--- src/rtl/uivtc_pkg.sv ---
// Shared types for the VTC picture-in-picture mixer: FSM states, pixel-select
// codes and the RGB888 width.
package uivtc_pkg;

  localparam int RGB_W = 24;

  typedef enum logic [1:0] {
    WAIT_VS = 2'd0,
    RUN     = 2'd1,
    DROP    = 2'd2
  } state_t;

  typedef enum logic [1:0] {
    SEL_BG     = 2'd0,
    SEL_PIP    = 2'd1,
    SEL_FILL   = 2'd2,
    SEL_BORDER = 2'd3
  } pix_sel_t;

  function automatic logic [7:0] sat_inc8(input logic [7:0] val);
    return (val == 8'hFF) ? 8'hFF : val + 8'd1;
  endfunction

endpackage

--- src/rtl/uivtc_pip_edge.sv ---
// Registered rising-edge detector: o_rise is the combinational edge,
// o_pulse the same edge delayed by one register stage.
module uivtc_pip_edge (
  input  logic i_clk,
  input  logic i_rstn,
  input  logic i_sig,
  output logic o_rise,
  output logic o_pulse
);

  logic r_prev;
  logic r_pulse;

  assign o_rise  = i_sig & ~r_prev;
  assign o_pulse = r_pulse;

  // previous-value register and delayed edge pulse
  always_ff @(posedge i_clk or negedge i_rstn) begin
    if (!i_rstn) begin
      r_prev  <= 1'b0;
      r_pulse <= 1'b0;
    end else begin
      r_prev  <= i_sig;
      r_pulse <= o_rise;
    end
  end

endmodule

--- src/rtl/uivtc_pip_mixer.sv ---
// Picture-in-picture compositor behind the VTC: two-stage pipeline with FIFO
// underflow recovery. Optional window outline enabled by UIVTC_PIP_BORDER_EN.
import uivtc_pkg::*;

module uivtc_pip_mixer #(
  parameter int                PIP_W        = 640,
  parameter int                PIP_H        = 480,
  parameter logic [RGB_W-1:0]  FILL_COLOR   = 24'h000000,
  parameter logic [RGB_W-1:0]  BORDER_COLOR = 24'hFFFFFF
) (
  input  logic             I_pip_clk,
  input  logic             I_pip_rstn,
  input  logic             I_vs,
  input  logic             I_hs,
  input  logic             I_de,
  input  logic             I_pip_de,
  input  logic [RGB_W-1:0] I_bg_data,
  output logic             O_fifo_rd,
  input  logic [RGB_W-1:0] I_fifo_data,
  input  logic             I_fifo_empty,
  output logic             O_vs,
  output logic             O_hs,
  output logic             O_de,
  output logic [RGB_W-1:0] O_data,
  output logic             O_frame_start,
  output logic             O_underflow,
  output logic [7:0]       O_err_cnt
);

  state_t           r_state;
  state_t           w_state_nxt;
  state_t           w_state_run;
  pix_sel_t         w_sel;
  logic             w_rd;
  logic             w_uf;
  logic             w_vs_rise;
  logic             w_frame_start;
  logic             w_border;

  logic             r_vs1, r_hs1, r_de1;
  logic [RGB_W-1:0] r_bg1;
  pix_sel_t         r_sel1;

  logic             r_vs2, r_hs2, r_de2;
  logic [RGB_W-1:0] r_data2;
  logic             r_underflow;
  logic [7:0]       r_err_cnt;

  uivtc_pip_edge u_vs_edge (
    .i_clk   (I_pip_clk),
    .i_rstn  (I_pip_rstn),
    .i_sig   (I_vs),
    .o_rise  (w_vs_rise),
    .o_pulse (w_frame_start)
  );

`ifdef UIVTC_PIP_BORDER_EN
  localparam logic [11:0] COL_LAST = 12'(PIP_W - 1);
  localparam logic [11:0] ROW_LAST = 12'(PIP_H - 1);

  logic [11:0] r_col;
  logic [11:0] r_row;

  assign w_border = (r_col == 12'd0) || (r_col == COL_LAST) ||
                    (r_row == 12'd0) || (r_row == ROW_LAST);

  // window column/row position, restarted at every frame
  always_ff @(posedge I_pip_clk or negedge I_pip_rstn) begin
    if (!I_pip_rstn) begin
      r_col <= 12'd0;
      r_row <= 12'd0;
    end else if (w_vs_rise) begin
      r_col <= 12'd0;
      r_row <= 12'd0;
    end else if (I_pip_de) begin
      if (r_col == COL_LAST) begin
        r_col <= 12'd0;
        r_row <= (r_row == ROW_LAST) ? 12'd0 : r_row + 12'd1;
      end else begin
        r_col <= r_col + 12'd1;
      end
    end
  end
`else
  // A degenerate zero-size window is all outline; any real geometry has none.
  assign w_border = (PIP_W == 0) || (PIP_H == 0);
`endif

  // next state, FIFO pop, underflow detect and pixel-select code
  always_comb begin
    w_state_run = r_state;
    w_uf        = 1'b0;
    case (r_state)
      RUN: begin
        if (I_pip_de && I_fifo_empty) begin
          w_uf        = 1'b1;
          w_state_run = DROP;
        end else begin
          w_state_run = RUN;
        end
      end
      WAIT_VS: w_state_run = WAIT_VS;
      DROP:    w_state_run = DROP;
      default: w_state_run = WAIT_VS;
    endcase
    w_state_nxt = w_vs_rise ? RUN : w_state_run;
    w_rd        = (r_state == RUN) && I_pip_de && !I_fifo_empty;
    if (!I_pip_de) begin
      w_sel = SEL_BG;
    end else if (w_border) begin
      w_sel = SEL_BORDER;
    end else if (w_rd) begin
      w_sel = SEL_PIP;
    end else begin
      w_sel = SEL_FILL;
    end
  end

  assign O_fifo_rd = w_rd;

  // state register
  always_ff @(posedge I_pip_clk or negedge I_pip_rstn) begin
    if (!I_pip_rstn) begin
      r_state <= WAIT_VS;
    end else begin
      r_state <= w_state_nxt;
    end
  end

  // stage 1: timing, background and select code
  always_ff @(posedge I_pip_clk or negedge I_pip_rstn) begin
    if (!I_pip_rstn) begin
      r_vs1  <= 1'b0;
      r_hs1  <= 1'b0;
      r_de1  <= 1'b0;
      r_bg1  <= 24'h000000;
      r_sel1 <= SEL_BG;
    end else begin
      r_vs1  <= I_vs;
      r_hs1  <= I_hs;
      r_de1  <= I_de;
      r_bg1  <= I_bg_data;
      r_sel1 <= w_sel;
    end
  end

  // stage 2: the popped word arrives now, so the final mux lives here
  always_ff @(posedge I_pip_clk or negedge I_pip_rstn) begin
    if (!I_pip_rstn) begin
      r_vs2   <= 1'b0;
      r_hs2   <= 1'b0;
      r_de2   <= 1'b0;
      r_data2 <= 24'h000000;
    end else begin
      r_vs2 <= r_vs1;
      r_hs2 <= r_hs1;
      r_de2 <= r_de1;
      if (!r_de1) begin
        r_data2 <= 24'h000000;
      end else begin
        case (r_sel1)
          SEL_PIP:    r_data2 <= I_fifo_data;
          SEL_FILL:   r_data2 <= FILL_COLOR;
          SEL_BORDER: r_data2 <= BORDER_COLOR;
          default:    r_data2 <= r_bg1;
        endcase
      end
    end
  end

  // sticky underflow flag and saturating per-frame error count
  always_ff @(posedge I_pip_clk or negedge I_pip_rstn) begin
    if (!I_pip_rstn) begin
      r_underflow <= 1'b0;
      r_err_cnt   <= 8'd0;
    end else if (w_uf) begin
      r_underflow <= 1'b1;
      r_err_cnt   <= sat_inc8(r_err_cnt);
    end
  end

  assign O_vs          = r_vs2;
  assign O_hs          = r_hs2;
  assign O_de          = r_de2;
  assign O_data        = r_data2;
  assign O_frame_start = w_frame_start;
  assign O_underflow   = r_underflow;
  assign O_err_cnt     = r_err_cnt;

endmodule

--- config.mk ---
export PLATFORM = sky130hd
export DESIGN_NAME = uivtc_pip_mixer
export DESIGN_NICKNAME = d
export VERILOG_FILES = /design/src/rtl/uivtc_pkg.sv /design/src/rtl/uivtc_pip_edge.sv /design/src/rtl/uivtc_pip_mixer.sv
export SDC_FILE = /design/constraint.sdc
export NUM_CORES = 1
export LEC_CHECK = 0
export ABC_AREA = 0
export CORE_UTILIZATION = 44
export DETAILED_ROUTE_END_ITERATION = 8
export MAX_ROUTING_LAYER = met4
export PLACE_DENSITY = 0.91
export SYNTH_ARGS = -nofsm -noshare
export SYNTH_HDL_FRONTEND = slang
export SYNTH_HIERARCHICAL = 1
export SYNTH_SLANG_ARGS = --single-unit
--- constraint.sdc ---
create_clock -name I_pip_clk -period 1.7 [get_ports I_pip_clk]
set_input_delay 0.34 -clock I_pip_clk [delete_from_list [all_inputs] [get_ports I_pip_clk]]
set_output_delay 0.34 -clock I_pip_clk [all_outputs]
set_load 0.01 [all_outputs]
== Word level (Yosys, flattened, before mapping) ==
Cells that the tools add are included.
Widths: inputs -> output; s select.

* Register bits after elaboration: 68
* Input bits: 55
* Output and inout bits: 38

* $add $sub $neg: 1
* Equal/unequal tests: 6
* Multiplexer cells: 10
* Bitwise operators: 2
* Reduce and logical (&&, ||, !) cells: 4

{| class="wikitable"
|+ Operators with widths
! kind !! number
|-
| $pmux 24 s3 || 1
|-
| $mux 24 || 1
|-
| $add 8x1->8 const B || 1
|-
| $eq 8x8->1 const B || 1
|-
| $mux 2 || 4
|-
| $mux 8 || 1
|-
| $eq 2x2->1 const B || 3
|-
| $eq 2x1->1 const B || 2
|-
| $pmux 2 s2 || 1
|-
| $logic_and 1x1->1 || 3
|-
| $mux 1 || 2
|-
| $and 1x1->1 || 1
|-
| $logic_not 1->1 || 1
|-
| $not 1->1 || 1
|}

== Logic depth before layout (Yosys ltp) ==
* Word-level depth: 5
* Gate-level depth with buffers: 6

== By module ==
The synthesis kept the hierarchy.

{| class="wikitable"
|+ By module, submodules not included
! module !! instances !! cells each !! area each (um^2) !! sequential area each (um^2)
|-
| uivtc_pip_mixer || 1 || 174 || 2,449.8 || 1,676.6
|-
| uivtc_pip_edge || 1 || 3 || 63.8 || 50.0
|}

== Worst setup path before layout ==
OpenSTA, ideal clock, no wires.

* Path kind: register to register
* Start point: register r_state[1]
* End point: register r_err_cnt[6], in the netlist O_err_cnt[6]
* Library setup time: 0.125 ns
* Data arrival time: 1.389 ns
* Required time: 1.575 ns
* Setup slack: 0.186 ns
* Stages on the path, launching flop included: 7
* Path buffers: 0
* Clock period less this slack: 1.514 ns
* Cells stage by stage: dfrtp_1 -> inv_1 -> ha_1 -> and3_4 -> and3_4 -> nand4_1 -> mux2_4

* Cells in the longest elaborated chain, start to end: 2

{| class="wikitable"
|+ RTL lines
! element !! RTL line !! source
|-
| from (decl) || uivtc_pip_mixer.sv:30 || <nowiki>state_t r_state;</nowiki>
|-
| from (signal assigned) || uivtc_pip_mixer.sv:126 || <nowiki>r_state <= w_state_nxt;</nowiki>
|-
| $eq 2x1->1 || uivtc_pip_mixer.sv:93 || <nowiki>case (r_state)</nowiki>
|-
| $mux 1 || uivtc_pip_mixer.sv:93 ||
|-
| to (signal assigned) || uivtc_pip_mixer.sv:178 || <nowiki>r_err_cnt <= sat_inc8(r_err_cnt);</nowiki>
|-
| to (decl) || uivtc_pip_mixer.sv:47 || <nowiki>logic [7:0] r_err_cnt;</nowiki>
|}

Every way passes these cells.
A chain may end at the register's enable or synchronous reset.

== Worst setup path in the final report ==
* Start point: register r_err_cnt[5], in the netlist O_err_cnt[5]
* End point: output port O_err_cnt[5]

{| class="wikitable"
|+ RTL lines
! element !! RTL line !! source
|-
| to (decl) || uivtc_pip_mixer.sv:27 || <nowiki>output logic [7:0] O_err_cnt</nowiki>
|}

No word-level cell between the ends.

==> results.txt <==
The floorplan die area came out at approximately 6000 um^2. For the final database, setup skew stands at 6.53 ps. The via count of the first global-routing pass came out at 1808. The final non-filler cell area is 3830 um^2.

The post-synthesis cell type count came out at 26. Across all layers, the routed design uses 1759 vias. The largest single stage delay on the critical path is between 500 and 600 ps. The die outline height is 77.6 um. The post-synthesis area per instance is 14.2 um^2. The post-synthesis sequential area ratio is 68.7%. The total setup violations reported at the end of the flow is 0. The count of inserted antenna diode cells came out at 0.

Measured against its own limit, the worst slew margin works out to 47.5%. The first-pass iteration count of the detailed router came out at 4. The total detailed-routing wirelength came out at 5.21 mm. Of all flip-flops after synthesis, the portion carrying an async set or reset was 100%. The standard cell core area is 5510 um^2. The dominant synthesized flop cell is dfrtp_1. TritonCTS built the clock tree. The maximum count of clock buffers along a single path came out at 2.

The number of buffers added by the clock tree synthesis step is 9. The filler cell count in the final layout came out at 378. Global routing consumed, over all layers together, 19.2% of the routing resources. Dividing the detail-routed via count by the number of cells gives 4.89. The post-layout instance count excluding filler cells came out at 360. The share of layout cells above drive strength 1 came out at 21.9%.

The initial antenna violation count was 0. The growth of design area from synthesis to finish came out at 52.3%. The leakage dissipation came out at 1.67 nW. The standard-cell row count came out at 27. The final hold violation count came out at 0.

The first-pass GRT wire length is between 8 and 9 mm. The final routed wire length divided by cell count is 14.5 um. The top-level I/O count is 93.

Once detail routing completed, the nets flagged for antenna violations numbered 0. The data required time of the critical path came out at 1360 ps. Clock-pin slew was measured on the worst setup and hold paths at about 70 ps. The number of flip-flops and latches in the synthesized netlist came out at 69.

The worst hold-check slack came out at 350 ps. The worst-skew pair later-pin latency came out at 330 ps. The slowest stage of the critical path is the clkdlybuf4s50_1 cell.

The remaining routing DRC violations came out at 0. The setup path with the least slack is of type register to primary output. The area of the mapped netlist came out at ~2500 um^2. The worst path needs 1640 ps of the cycle, external delays included. The max-capacitance violation count came out at 0.

The maximum number of pins on one net before global-route repair came out at 26. The kind of capture point of the worst setup path is a primary output. The final period utilization is 96.3%. After technology mapping, the gate count stands at 177. The synthesized design contains 0 enable-type register cells. The total of warnings raised by yosys came out at 6. The half-perimeter wire length of the detailed placement result is 3.79 mm. STA classifies the critical path startpoint as a register.

The number of cells in the design after placement is 341. The maximum clock rate came out at ~610 MHz. The synthesized net count is roughly 240. The remaining global-route overflow is 0. After the first detailed-routing iteration, the DRC count stood at 82. The initial core utilization is between 40% and 50%. Port buffering added 92 buffers. The clock root buffer is clkbuf_8. The number of clock sinks seen by CTS came out at 69.

The net count reported at finish is 341. The cell area power density came out at 1060 nW/um^2. The final critical-path setup slack came out at 63.5 ps. At the end of routability-driven placement, the weighted congestion stood at just under 0.8. The flow ran to the end, and the final reports show no timing, DRC or antenna violations. Broken down by cell family, the worst path's largest delay share belongs to buffers and inverters.

The setup slack at placement came out at -179 ps. Counting both buffers and inverters, the worst setup path holds a total of 1. The maximum fanout along the worst path came out at 6. In this run the worst hold path is classified as register to register. Setup repair after global routing left no endpoint under its margin. The signal arrival time at the worst endpoint came out at 1300 ps.

The maximum vdd drop came out at 617 uV. Walking the worst path, the cells encountered are clkdlybuf4s50_1. At the pin with the least slew margin, the transition time is 788 ps. The placement-stage cell area came out at 3580 um^2. The final number of max-transition violations came to 0.

The die width came out at 77.6 um. The H-tree depth reported by CTS is 3.
[metrics by stage]
step | power (mW) | TNS [ps] | utilization [%]
after floorplan | 2.23 | 0 | -
after global placement | 2.67 | -275 | 65.0
after detailed placement | 2.70 | -349 | 65.0
after CTS | 4.07 | 0 | 69.3
after global routing | 4.23 | 0 | 69.5
final | 4.05 | 0 | 69.5
[cells by family (layout without fill, tap and decap cells)]
kind of cell / count (synthesis) / in the layout / synth area share [%]
flip-flops: 69 / 69 / 68.7
buffers and inverters: 15 / 126 / 2.49
AND/OR/NAND/NOR: 51 / 51 / 12.5
AO/OA/AOI/OAI: 37 / 37 / 13.8
adder cells (fa/ha/maj): 3 / 3 / 1.49
multiplexers: 2 / 2 / 0.995
[layout by cell type (no fill, tap or decap)]
| cell type | netlist | routed |
|---|---|---|
| buf_4 | 0 | 11 |
| a41oi_1 | 1 | 1 |
| clkinvlp_4 | 0 | 1 |
| a21boi_0 | 1 | 1 |
| clkdlybuf4s50_1 | 0 | 90 |
| dfrtp_1 | 69 | 66 |
| a31oi_1 | 2 | 2 |
| nand2b_1 | 2 | 2 |
| buf_2 | 5 | 1 |
| and3_4 | 2 | 2 |
| nor2b_1 | 25 | 25 |
| dfrtp_2 | 0 | 3 |
| clkbuf_8 | 0 | 12 |
| dlygate4sd3_1 | 0 | 1 |
| o221a_2 | 24 | 24 |
| nand3_1 | 2 | 2 |
| bufinv_16 | 0 | 1 |
| ha_4 | 0 | 1 |
| inv_1 | 4 | 4 |
| buf_12 | 0 | 2 |
| clkbuf_1 | 6 | 1 |
| nor3_1 | 1 | 1 |
| and2_1 | 2 | 2 |
| clkbuf_2 | 0 | 1 |
| nand4_1 | 1 | 1 |
| a21oi_1 | 8 | 8 |
| mux2i_1 | 1 | 1 |
| nor2b_4 | 1 | 1 |
| a21o_1 | 1 | 1 |
| and3_1 | 3 | 3 |
| or2_2 | 1 | 1 |
| nor2_1 | 5 | 5 |
| mux2_4 | 1 | 1 |
| and4_1 | 2 | 2 |
| nand2_1 | 4 | 4 |
| clkinv_2 | 0 | 1 |
| ha_1 | 3 | 2 |
[cell type report]
| type | count | area, um^2 | share of cell area, % |
|---|---|---|---|
| inverters | 4 | 15.0 | 0.392 |
| multi-input cells | 93 | 737 | 19.3 |
| well taps | 72 | 90.1 | 2.35 |
| flip-flops and latches | 69 | 1730 | 45.2 |
| repair buffers | 106 | 1040 | 27.3 |
| clock inverters | 3 | 42.5 | 1.11 |
| clock buffers | 13 | 169 | 4.41 |
[Yosys cell counts, drive strengths merged (3+ instances only)]
master / number / area [um^2]
buf: 5 / 25.0
and3: 5 / 41.3
o221a: 24 / 270
nand2: 4 / 15.0
a21oi: 8 / 40.0
nor2b: 26 / 170
inv: 4 / 15.0
clkbuf: 6 / 22.5
ha: 3 / 37.5
dfrtp: 69 / 1730
nor2: 5 / 18.8
[sequential cells by signal, indices dropped and copies added, names as in the netlist, 2 cells and up]
name       flops
O_data        24
r_bg1         24
O_err_cnt      8
r_sel1         2
r_state        2
[per-layer routing]
| metal | vias to the layer above | track usage (%) | wire [um] |
|---|---|---|---|
| met5 | - | - | 0 |
| met4 | 0 | 9.81 | 77 |
| met3 | 5 | 2.82 | 205 |
| met2 | 45 | 34.5 | 2910 |
| met1 | 862 | 20.3 | 2020 |
| li1 | 847 | - | - |
[timing repair]
item                                    4_1_cts  5_1_grt
setup buffers                                 0        2
gates cloned                                  0        0
endpoints found under the hold margin        17        0
hold buffers                                  1        0
gates resized for setup                       5        3
endpoints found under the setup margin        2        5
[path summary, 6_finish.rpt]
path,start,to,slack [ps],cells after the start
max in group asynchronous,I_pip_rstn,r_sel1[0],640,3
hold reg to reg,r_vs1,O_vs,350,0
hold / removal,r_vs1,O_vs,350,0
min in group asynchronous,I_pip_rstn,O_data[11],540,2
setup / recovery,O_err_cnt[5],O_err_cnt[5],60,1
setup reg to reg,r_state[1],O_err_cnt[6],150,6
[power breakdown]
group          internal [mW]  switching [mW]
clock                  0.796           0.562
combinational          0.474           0.326
sequential              1.80           0.101
total                   3.07           0.989
No activity file was read; power rests on OpenSTA's default activity.
